--- src/rtl/dm_acc_ctl.sv ---
// ----------------------------------------------------------------------------
// dm_acc_ctl
//
// Data-memory access controller between the data address generator and a
// single-port data memory that may insert wait states. A read or write
// command from the program sequencer is registered onto the memory
// interface. The sequencer is stalled while the memory reports not-ready.
// Read data is returned to the bus-connect path. An access that stays
// not-ready for TMO+1 consecutive cycles is aborted with an error pulse.
//
// Ports
//   clk_rf      in   clock, all state changes on the rising edge
//   rst_n       in   asynchronous active-low reset
//   ps_dm_rd    in   sequencer read command (sampled while not stalled)
//   ps_dm_wrt   in   sequencer write command (sampled while not stalled)
//   dg_dm_add   in   [15:0] address from the DAG, valid with the command
//   bc_dt       in   [15:0] write data from bus connect, valid with write
//   dm_rdy      in   memory ready; a pending access completes when 1
//   dm_rd_dt    in   [15:0] memory read data, valid with dm_rdy on a read
//   dm_add      out  [15:0] registered memory address
//   dm_wrt_dt   out  [15:0] registered memory write data
//   dm_rd_en    out  registered read strobe
//   dm_wrt_en   out  registered write strobe
//   dm_bc_dt    out  [15:0] read data to bus connect, held between reads
//   dm_bc_vld   out  one-cycle pulse when dm_bc_dt is updated
//   dm_ps_stall out  sequencer stall (combinational)
//   dm_err      out  one-cycle error pulse (timeout or illegal command)
// ----------------------------------------------------------------------------
module dm_acc_ctl #(
    parameter int TMO = 15
) (
    input  logic        clk_rf,
    input  logic        rst_n,
    input  logic        ps_dm_rd,
    input  logic        ps_dm_wrt,
    input  logic [15:0] dg_dm_add,
    input  logic [15:0] bc_dt,
    input  logic        dm_rdy,
    input  logic [15:0] dm_rd_dt,
    output logic [15:0] dm_add,
    output logic [15:0] dm_wrt_dt,
    output logic        dm_rd_en,
    output logic        dm_wrt_en,
    output logic [15:0] dm_bc_dt,
    output logic        dm_bc_vld,
    output logic        dm_ps_stall,
    output logic        dm_err
);

    typedef enum logic {
        ST_IDLE = 1'b0,
        ST_REQ  = 1'b1
    } state_t;

    localparam logic [3:0] WCNT_MAX = 4'(TMO);

    state_t     state;
    logic       op_rd;      // 1: pending access is a read, 0: a write
    logic [3:0] wcnt;       // consecutive not-ready cycles of the pending access

    logic cmd_legal;
    logic cmd_illegal;
    logic accept;
    logic rd_done;

    // Stall only while an access is pending and the memory is not ready.
    assign dm_ps_stall = (state == ST_REQ) && !dm_rdy;

    // Commands are only looked at while the sequencer is not stalled.
    assign cmd_legal   = !dm_ps_stall && (ps_dm_rd ^ ps_dm_wrt);
    assign cmd_illegal = !dm_ps_stall && ps_dm_rd && ps_dm_wrt;

    // A legal command is taken from IDLE or from a completing REQ cycle;
    // in REQ with dm_rdy=0 the stall already masks it.
    assign accept  = cmd_legal;
    assign rd_done = (state == ST_REQ) && dm_rdy && op_rd;

    always_ff @(posedge clk_rf or negedge rst_n) begin
        if (!rst_n) begin
            state     <= ST_IDLE;
            op_rd     <= 1'b0;
            wcnt      <= 4'd0;
            dm_add    <= 16'h0000;
            dm_wrt_dt <= 16'h0000;
            dm_rd_en  <= 1'b0;
            dm_wrt_en <= 1'b0;
            dm_bc_dt  <= 16'h0000;
            dm_bc_vld <= 1'b0;
            dm_err    <= 1'b0;
        end else begin
            dm_bc_vld <= 1'b0;
            dm_err    <= 1'b0;

            // Returning read data is independent of whether a new command
            // is taken in the same cycle (back-to-back reads).
            if (rd_done) begin
                dm_bc_dt  <= dm_rd_dt;
                dm_bc_vld <= 1'b1;
            end

            if (accept) begin
                state     <= ST_REQ;
                op_rd     <= ps_dm_rd;
                wcnt      <= 4'd0;
                dm_add    <= dg_dm_add;
                dm_rd_en  <= ps_dm_rd;
                dm_wrt_en <= ps_dm_wrt;
                if (ps_dm_wrt) begin
                    dm_wrt_dt <= bc_dt;
                end
            end else begin
                case (state)
                    ST_IDLE: begin
                        dm_rd_en  <= 1'b0;
                        dm_wrt_en <= 1'b0;
                        dm_err    <= cmd_illegal;
                    end
                    ST_REQ: begin
                        if (dm_rdy) begin
                            // Completion with no follow-on command
                            // (possibly an illegal one).
                            state     <= ST_IDLE;
                            dm_rd_en  <= 1'b0;
                            dm_wrt_en <= 1'b0;
                            dm_err    <= cmd_illegal;
                        end else if (wcnt == WCNT_MAX) begin
                            // Timeout abort: an aborted read still hands
                            // zero data back so the consumer is not left
                            // waiting.
                            state     <= ST_IDLE;
                            dm_rd_en  <= 1'b0;
                            dm_wrt_en <= 1'b0;
                            dm_err    <= 1'b1;
                            if (op_rd) begin
                                dm_bc_dt  <= 16'h0000;
                                dm_bc_vld <= 1'b1;
                            end
                        end else begin
                            wcnt <= wcnt + 4'd1;
                        end
                    end
                    default: begin
                        state <= ST_IDLE;
                    end
                endcase
            end
        end
    end

endmodule

--- config.mk ---
export PLATFORM = sky130hd
export DESIGN_NAME = dm_acc_ctl
export DESIGN_NICKNAME = d
export VERILOG_FILES = /design/src/rtl/dm_acc_ctl.sv
export SDC_FILE = /design/constraint.sdc
export NUM_CORES = 1
export LEC_CHECK = 0
export ABC_AREA = 1
export CELL_PAD_IN_SITES_DETAIL_PLACEMENT = 0
export CELL_PAD_IN_SITES_GLOBAL_PLACEMENT = 1
export CORE_MARGIN = 5
export CORE_UTILIZATION = 32
export DETAILED_ROUTE_END_ITERATION = 6
export PLACE_DENSITY = 0.87
export SLEW_MARGIN = 20
export SYNTH_ARGS = -nofsm -noshare
export SYNTH_HDL_FRONTEND = slang
export SYNTH_SLANG_ARGS = --single-unit
export TNS_END_PERCENT = 5
--- constraint.sdc ---
create_clock -name clk_rf -period 2.5 [get_ports clk_rf]
set_clock_uncertainty 0.05 [all_clocks]
set_input_delay 0.25 -clock clk_rf [delete_from_list [all_inputs] [get_ports clk_rf]]
set_output_delay 0.25 -clock clk_rf [all_outputs]
set_load 0.05 [all_outputs]
After elaboration in Yosys (flattened, before gate mapping). Index checks and enable logic that the tools add are counted. Widths: inputs -> output; s select.

Output and inout port bits: 53. Logic and storage cells: 57. Flip-flop bits (word level): 58. Input bits: 53.

Mux-type cells: 29. $add $sub $neg: 1. Eq/ne operators: 4. Bitwise operators: 2. Reduce and logical (&&, ||, !) cells: 11.

Operator list (count): $mux 16 (6); $mux 1 (17); $mux 4 (4); $logic_and 1x1->1 (6); $add 4x1->4 const B (1); $eq 4x4->1 const B (1); $ne 4x2->1 const B (1); $pmux 1 s2 (2); $reduce_and 3->1 (1); $logic_not 1->1 (2); $ne 2x1->1 const B (1); $ne 2x2->1 const B (1); $reduce_and 2->1 (1); $reduce_bool 2->1 (1); $not 1->1 (1); $xor 1x1->1 (1).

Depth between registers and ports, before layout.
Word-level depth: 8. Mapped depth: 7. Mapped depth without buffers: 7.

Worst setup path after synthesis. No wires, ideal clock.

Path type: reg2reg. Start point: register state. End point: register dm_bc_dt[0]. Setup time: 0.076 ns. Data required time: 2.374 ns. Buffers on the path: 0. Path slack: 1.151 ns. Arrival: 1.223 ns. Cell stages (with the launch flop): 7. Period minus slack after synthesis: 1.349 ns. Cell sequence: dfrtp_1 -> inv_1 -> nor2_4 -> nand2_4 -> nor2_4 -> nand2_1 -> o21ai_1.

Elaborated cells on any way between the ends: 11. Those cells by class: mux: 6; reduce/logical: 5.

RTL lines: start: declaration (line 57) `state_t state;`; start signal: assignment (line 80) `state <= ST_IDLE;`; start signal: assignment (line 102) `state <= ST_REQ;`; start signal: assignment (line 122) `state <= ST_IDLE;`; $logic_and 1x1->1 (line 67) `assign dm_ps_stall = (state == ST_REQ) && !dm_rdy;`; via dm_ps_stall (line 46) `output logic dm_ps_stall,`; $logic_not 1->1 (line 70) `assign cmd_legal = !dm_ps_stall && (ps_dm_rd ^ ps_dm_wrt);`; $logic_and 1x1->1 (line 70); $mux 16 (line 101) `if (accept) begin`; end signal: assignment (line 97) `dm_bc_dt <= dm_rd_dt;`; end: declaration (line 44) `output logic [15:0] dm_bc_dt,`.

The timed path passes the listed nets, and every way through them passes these cells. A chain may end at the register's enable or synchronous reset.

Final worst setup path.
Start point: register dm_bc_dt[1]. End point: output port dm_bc_dt[1].

No word-level cell between the ends.

==> flow_summary_export.csv <==
group,metric,value,unit
status,status,"complete, no violations",
die,core,0.007647,mm^2
critical_path,critical_path.n_buffers_inverters,1,
clocking,clk_pin_slew,0.07,ns
clocking,ctsHtreeMaxLevel,3,
clocking,post_cts_resized,0,
die,die_x,98.32,um
critical_path,crit_family,"buffers and inverters",
critical_path,required,2.20,ns
critical_path,crit_arrival,1.52,ns
logic_synthesis,synth_area,0.002496,mm^2
die,die_h,98.32,um
finish,drive_gt1_share,7.673,%
job,maxCapViolCount,0,
global_routing,antenna_found_initial,0,
global_routing,gr-total-overflow,0,
logic_synthesis,ys_seq_elements,58,
route,drt_wl_total,5964,um
placement,finalWeightedCongestion,0.7946,
sta,layout_min_cycle_time,1.825,ns
die,dieArea,0.009667,mm^2
sta,setup_viol,0,
logic_synthesis,synth_top_area_cell,"dfrtp_1",
power,power_density,986.7,mW/mm^2
sta,drv_slew,0,
finish,register_area,0.001451,mm^2
clocking,numCtsBuffers,9,
global_routing,grt_pass1_wl,10130,um
power,leakagePower,1.923,nW
clocking,cts_setup_buffers,0,
critical_path,crit_fanout,3,
critical_path,slowest_stage,"clkdlybuf4s50_1",
critical_path,end_kind,"primary output",
placement,dpl.hpwl,4420,um
sta,slew-limit-headroom,59.06,%
logic_synthesis,syn_nets,343,
route,drcViolationCount,0,
logic_synthesis,yosysSeqAreaShare,58.15,%
critical_path,cpPeakStageDelay,0.82,ns
sta,fin_setup_tns,0,ns
finish,multiInputGateArea,755.7,um^2
clocking,clock_path_buffers,2,
finish,mostFrequentLayoutCells,"clkdlybuf4s50_1, nand2_1, dfrtp_1",
global_routing,track_usage,13.00,%
die,std_cell_rows,32,
route,wl_per_cell,11.79,um
placement,place_area,0.003631,mm^2
logic_synthesis,synth_cell_types,20,
route,vias,2111,
clocking,clock-root-buffer,"clkbuf_8",
logic_synthesis,synth_area_per_cell,8.637,um^2
finish,diodes,0,
clocking,cts_tree,"done",
placement,io_buffers,105,
logic_synthesis,synth_area_leaders,"dfrtp_1, nand2_1, inv_1, o21ai_1, o21ai_0",
critical_path,cp_cell_sequence,"clkdlybuf4s50_1",
global_routing,grt_max_degree,40,
power,ir_drop,0.3605,mV
critical_path,cp-start-kind,"register",
sta,rsz0062_at_grt,"no",
finish,nFillCells,765,
sta,fin_crit_sh,72.99,%
sta,tightest_slew,0.6141,ns
logic_synthesis,syn-instance-count,289,
sta,fmax,548.0,MHz
finish,layout_commonest_cell,"clkdlybuf4s50_1",
die,ios,106,
sta,whs,0.4089,ns
route,drt.antenna.violating_nets,0,
global_routing,grt_pass1_vias,2098,
sta,hold_viol,0,
finish,area_delta_synth_final,55.04,%
finish,fin_area,0.003870,mm^2
logic_synthesis,netlist.area_leader.share,58.15,%
clocking,worst_skew_pair.late_latency,0.33,ns
die,start_util,32.64,%
finish,fin_nets,453,
logic_synthesis,synth_warnings,0,
critical_path,critPathKind,"reg -> out",
clocking,cts_sinks,58,
route,first_iter_violations,75,
route,first_pass_iters,4,
worst_hold_path,hp-class,"in -> reg",
route,routed_via_density,4.172,
==> flip-flops by register name, indices dropped and copies added, names as in the netlist <==
name       flops
wcnt           4
dm_err         1
state          1
op_rd          1
dm_rd_en       1
dm_bc_dt      16
dm_bc_vld      1
dm_wrt_en      1
dm_wrt_dt     16
dm_add        16
==> cells in the mapped netlist <==
cell and instances:
o21ai_0 18, nand2_1 78, inv_1 57, nand4_1 1, a21oi_1 4, dfrtp_1 58
nand3_2 3, nor2_1 12, o21ai_2 1, nor2_4 2, o211ai_1 2, inv_2 3
o21ai_1 32, buf_6 3, nand3_1 4, buf_2 6, nand2_2 2, nand2_4 1
xor2_1 1, ha_1 1
==> cells by family (layout without fill, tap and decap cells) <==
family	count (synthesis)	in the layout	synth area share (%)
buffers and inverters	69	184	11.58
xor gates and xnor gates	1	1	0.3509
DFF	58	58	58.15
and+or+nand+nor	103	103	17.64
AOI/OAI and AO/OA	57	57	11.78
adders and majority gates	1	1	0.5012
==> repair_timing <==
action / in CTS / in global routing
hold buffers: 1 / 0
hold endpoints to repair: 25 / 0
endpoints found under the setup margin: 0 / 0
==> through the flow <==
stage,total power [mW],std cells,utilization (%),worst slack (ns)
after CTS,3.873,506,50.61,0.6493
after detailed placement,2.869,489,47.48,0.5202
final,3.819,506,50.61,0.6753
after global routing,4.031,506,50.61,0.6143
after global placement,2.844,489,47.48,0.5935
after floorplan,2.286,289,-,1.151
==> routing by layer <==
metal  vias up  global-route usage, %  wire, um
li1       1101                      -         -
met1       933                  16.17      2678
met2        69                  19.76      2745
met3         8                  6.357       480
met4         0                  4.412        60
met5         -                      0         0
==> power breakdown <==
part / leakage, nW / switching, mW / internal (mW) / total [mW]
Clock: 0.117 / 0.365 / 0.616 / 0.981
Combinational: 1.09 / 1.01 / 0.528 / 1.54
Sequential: 0.716 / 0.148 / 1.15 / 1.30
Total: 1.92 / 1.52 / 2.30 / 3.82
==> tightest hold or removal path: cells and delay by family <==
kind	cells	cell delay, ns
buffers and inverters	2	0.44
AO/OA/AOI/OAI	1	0.06
==> final cells by class <==
class,count,share of cell area (%)
Clock buffer,12,4.009
Clock inverter,4,1.908
Inverter,60,5.820
Multi-Input combinational cell,162,19.53
Sequential cell,58,37.50
Tap cell,102,3.298
Timing Repair Buffer,108,27.93
==> final timing paths <==
check | startpoint | endpoint | slack [ns] | depth (start not counted)
setup / recovery | dm_bc_dt[1] | dm_bc_dt[1] | 0.68 | 1
hold / removal | bc_dt[10] | dm_wrt_dt[10] | 0.41 | 3
setup reg to reg | wcnt[0] | dm_bc_dt[0] | 1.00 | 7
hold reg to reg | dm_wrt_en | dm_wrt_en | 0.43 | 2
max in group asynchronous | rst_n | dm_rd_en | 1.38 | 3
min in group asynchronous | rst_n | dm_add[12] | 0.43 | 2
Note: power is estimated with default switching activity, not from simulation.
==> patch 1, RTL diff (same settings) <==
Reset style: synchronous (`rst_n`), changed in one clocked block. Comments in the files are not updated.
--- a/src/rtl/dm_acc_ctl.sv
+++ b/src/rtl/dm_acc_ctl.sv
@@ -76,5 +76,5 @@
     assign rd_done = (state == ST_REQ) && dm_rdy && op_rd;
 
-    always_ff @(posedge clk_rf or negedge rst_n) begin
+    always_ff @(posedge clk_rf) begin
         if (!rst_n) begin
             state     <= ST_IDLE;
Function: differs if rst_n is asserted again (counterexample within 4 cycles, from zero or initial values and one cycle with rst_n low); with rst_n held inactive, the same outputs for 10 cycles.
==> patch 1 against the original RTL <==
- global-route usage up 1.5 points
- area after synthesis shrank 7.3%
- sequential cell count unchanged
- largest cell class unchanged
- first-iteration DRC count increased by 45%
- final area down 5.9%
- maximum frequency fell by 1.9%
- routed wire length increased by 3.6%
- setup slack worse by 0.035 ns
Power is not compared: it rests on default switching activity, and its combinational part moved more than twofold at a synthesized area within 25%.
==> patch 1: results (changes against the original RTL) <==
| Metric | Value |
|---|---|
| Status | finished clean (unchanged) |
| Mean area per synthesized cell | 7.26 um2 (was 8.64 um2) |
| Non-Filler Instances | 526 (was 506) |
| First-pass GRT wire length | 10300 um (was 10100 um) |
| Via Count | 2302 (was 2111) |
| Data arrival, critical path | 2.00 ns (was 1.52 ns) |
| Slew margin rel. | 61.4% (was 59.1%) |
| Area contributors post-synth | dfxtp_1 50%, nor2_1 9.7%, o21ai_0 8.6%, inv_1 7.1%, nand2_1 7.1% (was dfrtp_1 58%, nand2_1 12%, inv_1 8.6%, o21ai_1 6.4%, o21ai_0 3.6%) |
| Largest net degree at the start of global routing | 37 (was 40) |
| Library cells used by synthesis | 22 (was 20) |
| Antenna violations before repair | 0 (unchanged) |
| Max VDD drop | slightly above 0.0003 V |
| Top sig layer | met4 (unchanged) |
| Largest registers | dm_add x16, dm_bc_dt x16, dm_wrt_dt x16 (unchanged) |
| Post-synth net total | 373 (was 343) |
| Mux share of post-synthesis cell area | 0% (unchanged) |
| DP Area | 0.00345 mm2 (was 0.00363 mm2) |
| Met2 WL post-DR | 2680 um (was 2750 um) |
| FFs w/ async S/R, synth | 0% (was 100%) |
| Synth Area in Compound Gates | 14.5% (was 11.8%) |
| Gr usage total | 14.5% (was 13.0%) |
| Port bufs | 105 (unchanged) |
| Setup bufs post-CTS | 0 (unchanged) |
| H-tree depth | 3 (unchanged) |
| Final WL | 6180 um (was 5960 um) |
| Placed Cells incl. Taps | 512 (was 489) |
| Clk Latency, worst-skew pair | 0.32 ns |
| Synth Area in XOR/XNOR | 0.757% (was 0.351%) |
| Routed wl met3 | 572 um (was 480 um) |
| Tightest Hold Check Type | reg -> reg (was in -> reg) |
| Wl on met1 | 2870 um (was 2680 um) |
| Drt drc | 0 (unchanged) |
| Routability congestion estimate | 0.815 (was 0.795) |
| Number of CTS-inserted buffers | 9 (unchanged) |
| # diodes | 0 (unchanged) |
| Clk root buf | clkbuf_8 (unchanged) |
| HPWL Detailed | 4470 um (was 4420 um) |
| Leading post-synthesis cells by instance count | 60 x nor2_1, 58 x dfxtp_1, 44 x inv_1, 44 x nand2_1, 40 x o21ai_0 (was 78 x nand2_1, 58 x dfrtp_1, 57 x inv_1) |
| Drt pass-1 iters | 4 (unchanged) |
| Max clock buf depth | 2 (unchanged) |
| Adder-Cell Fraction of Synth Area | 0.541% (was 0.501%) |
| Worst-path maximum fanout | 11 (was 3) |
| Leakage | between 1.5 and 2 nW |
| Layout cell share with drive strength beyond 1 | 5.39% (was 7.67%) |
| Post-CTS resize count | 0 (unchanged) |
| Nets | 478 (was 453) |
| Clock Pin Slew Worst Setup and Hold Paths | approximately 0.06 ns |
| Sequential element share of the synthesized area | 50.2% (was 58.1%) |
| Synth warn | 0 (unchanged) |
| Initial DRC count | 109 (was 75) |
-- patch 1: cells by family after synthesis --
kind of cell / count (synthesis)
compound gates: 66
flops: 58
simple gates: 130
fa+ha+maj: 1
xor+xnor: 2
buf+inv: 62
-- patch 1: through the flow --
step / setup WS (ns) / utilization (%) / hold WS (ns)
6_report: 0.641 / 51.0 / 0.393
3_3_place_gp: 0.516 / 48.3 / 0.381
2_1_floorplan: 0.877 / - / 0.335
4_1_cts: 0.618 / 51.0 / 0.395
5_1_grt: 0.483 / 51.0 / 0.421
3_5_place_dp: 0.467 / 48.3 / 0.387
-- patch 1: cell type report --
type                       count  area, um2
tap                           99        124
multi-input combinational    199        905
inverter                      46        173
clock inverter                 3       40.0
sequential                    58       1160
timing repair buffer         110       1090
clock buffer                  11        151
fill                         750       3500
-- patch 1: path summary, 6_finish.rpt --
kind,from,end,slack [ns],cells after the start
setup / recovery,wcnt[0],dm_bc_dt[1],0.64,7
hold / removal,dm_wrt_dt[5],dm_wrt_dt[5],0.39,2
setup reg to reg,wcnt[0],dm_bc_dt[1],0.64,7
hold reg to reg,dm_wrt_dt[5],dm_wrt_dt[5],0.39,2
-- patch 1: layer usage --
layer  vias to the layer above  track usage, %
li1                       1211               -
met1                      1009            17.6
met2                        77            22.4
met3                         5            6.31
met4                         0            6.25
met5                         -               0
-- patch 1: worst max-delay path, cell delays in order (launching register included) --
cell and delay [ns]:
dfxtp_1 0.38, ha_1 0.21, nand2_1 0.08, nor2_1 0.20, nand3_1 0.10, buf_4 0.19
nor2_1 0.41, nor3_1 0.10
-- patch 1: report_power, final --
group          switching, mW  internal (mW)  total [mW]
Clock                  0.349          0.500       0.849
Sequential            0.0342          0.978        1.01
Combinational          0.299          0.192       0.490
Total                  0.682           1.67        2.35
==> patch 2, RTL diff (same settings) <==
Without the edit above. The parameter `TMO` goes from 15 to 11.
--- a/src/rtl/dm_acc_ctl.sv
+++ b/src/rtl/dm_acc_ctl.sv
@@ -28,5 +28,5 @@
 // ----------------------------------------------------------------------------
 module dm_acc_ctl #(
-    parameter int TMO = 15
+    parameter int TMO = 11
 ) (
     input  logic        clk_rf,
Check against the original RTL: same outputs for any inputs over 10 cycles, from zero or initial values and one cycle with rst_n low; that may be too few to reach the edited logic, so the function may still have changed.
==> patch 2 against the original RTL <==
- routed wire length rose by 16%
- setup slack worse by 0.30 ns
- final area rose by 2.7%
- final cell count grew 9.5%
- area after synthesis grew 5.6%
- critical path depth is 4 higher
- via count rose by 15%
- global-route usage rose by 1.1 points
- synthesized cell count grew 16%
- largest cell class unchanged
- critical path type is now in -> out
- power fell by 3.9%
- sequential cell count is the same
==> patch 2: results (changes against the original RTL) <==
| Metric | Value |
|---|---|
| Status | finished clean (unchanged) |
| Area contributors post-synth | dfrtp_1 55%, nand2_1 22%, inv_1 5.0%, nand3_1 4.2%, o21ai_0 3.6% (was dfrtp_1 58%, nand2_1 12%, inv_1 8.6%, o21ai_1 6.4%, o21ai_0 3.6%) |
| RR Endpoint | dm_bc_dt[15] (was dm_bc_dt[0]) |
| Data arrival, critical path | 1.82 ns (was 1.52 ns) |
| First-pass GRT wire length | 11500 um (was 10100 um) |
| Sequential element share of the synthesized area | 55.1% (was 58.1%) |
| Via density | 4.39 (was 4.17) |
| Routability congestion estimate | 0.701 (was 0.795) |
| DP Area | 0.00380 mm2 (was 0.00363 mm2) |
| HPWL Detailed | 5020 um (was 4420 um) |
| Gr usage total | 14.1% (was 13.0%) |
| Worst-margin pin slew | 0.723 ns (was 0.614 ns) |
| Post-synth net total | 390 (was 343) |
| Reg-to-reg startpoint | state (was wcnt[0]) |
| Worst-path maximum fanout | 4 (was 3) |
| R2R cell count | 6 (was 7) |
| Peak per-stage delay on the critical path | 0.80 ns (was 0.82 ns) |
| Largest net degree at the start of global routing | 34 (was 40) |
| Max VDD drop | 0.000340 V (was 0.000360 V) |
| Leading post-synthesis cells by instance count | 152 x nand2_1, 58 x dfrtp_1, 35 x inv_1 (was 78 x nand2_1, 58 x dfrtp_1, 57 x inv_1) |
| Pre-CTS WS | 0.344 ns (was 0.520 ns) |
| Initial DRC count | 112 (was 75) |
| Library cells used by synthesis | 18 (was 20) |
| Number of global-route vias before repair | 2513 (was 2098) |
| Filler instances | 807 (was 765) |
| Reg2reg setup slack | 0.85 ns (was 1.00 ns) |
| Nets | 498 (was 453) |
| Layout cell share with drive strength beyond 1 | 6.01% (was 7.67%) |
| Worst setup margin | 0.376 ns (was 0.675 ns) |
| Via Count | 2432 (was 2111) |
| Post-Synthesis Cells | 336 (was 289) |
| Worst setup path end | dm_ps_stall (was dm_bc_dt[1]) |
| Hold Crit Depth | 3 (unchanged) |
| Leakage | 2.03 nW (was 1.92 nW) |
| Avg WL per Cell | 12.5 um (was 11.8 um) |
| Placed Cells incl. Taps | 537 (was 489) |
## patch 2: changes by cell type after synthesis, sizes merged, moves of 2 or more
cell,before,now
nand2,81,153
nand4,1,12
o211ai,2,0
a21oi,4,0
o21ai,51,19
inv,60,36
nand3,7,24
clkbuf,0,8
## patch 2: routing by layer
metal / vias up / GRT usage, % / routed length, um
li1: 1258 / - / -
met1: 1092 / 18.3 / 3140
met2: 77 / 22.3 / 3170
met3: 5 / 4.29 / 541
met4: 0 / 4.66 / 47
met5: - / 0 / 0
## patch 2: how the worst min path moves through the flow
stage          slack (ns)          start      endpoint
2_1_floorplan        -0.1          rst_n     dm_add[0]
3_3_place_gp         0.28          rst_n   dm_bc_dt[4]
3_5_place_dp         0.30          rst_n  dm_bc_dt[14]
4_1_cts              0.40   dg_dm_add[1]     dm_add[1]
5_1_grt              0.41  dg_dm_add[11]    dm_add[11]
6_report             0.42   dg_dm_add[1]     dm_add[1]
## patch 2: power by group
part,total [mW],internal (mW),switching (mW)
clock network,0.726,0.383,0.344
logic,1.64,0.555,1.08
registers,1.30,1.15,0.153
## patch 2: cell type report
| type | instances | area share, % |
|---|---|---|
| clock buffer | 13 | 3.74 |
| tap | 105 | 3.30 |
| timing repair buffer | 113 | 28.2 |
| sequential | 58 | 36.5 |
| multi-input combinational | 226 | 24.5 |
| inverter | 36 | 3.40 |
| clock inverter | 3 | 0.378 |
## patch 2: logic make-up (layout without fill, tap and decap cells)
kind of cell	count (synthesis)	in the layout	synth area share (%)
adders and majority gates	1	1	0.475
and+or+nand+nor	203	203	31.8
DFF	58	58	55.1
xor gates and xnor gates	1	1	0.332
AOI/OAI and AO/OA	21	21	4.27
buffers and inverters	52	165	8.02
## patch 2: critical path, delay by kind of cell
kind                   cells  cell delay, ns
buffers and inverters      4            1.44
AND/OR/NAND/NOR            1            0.13
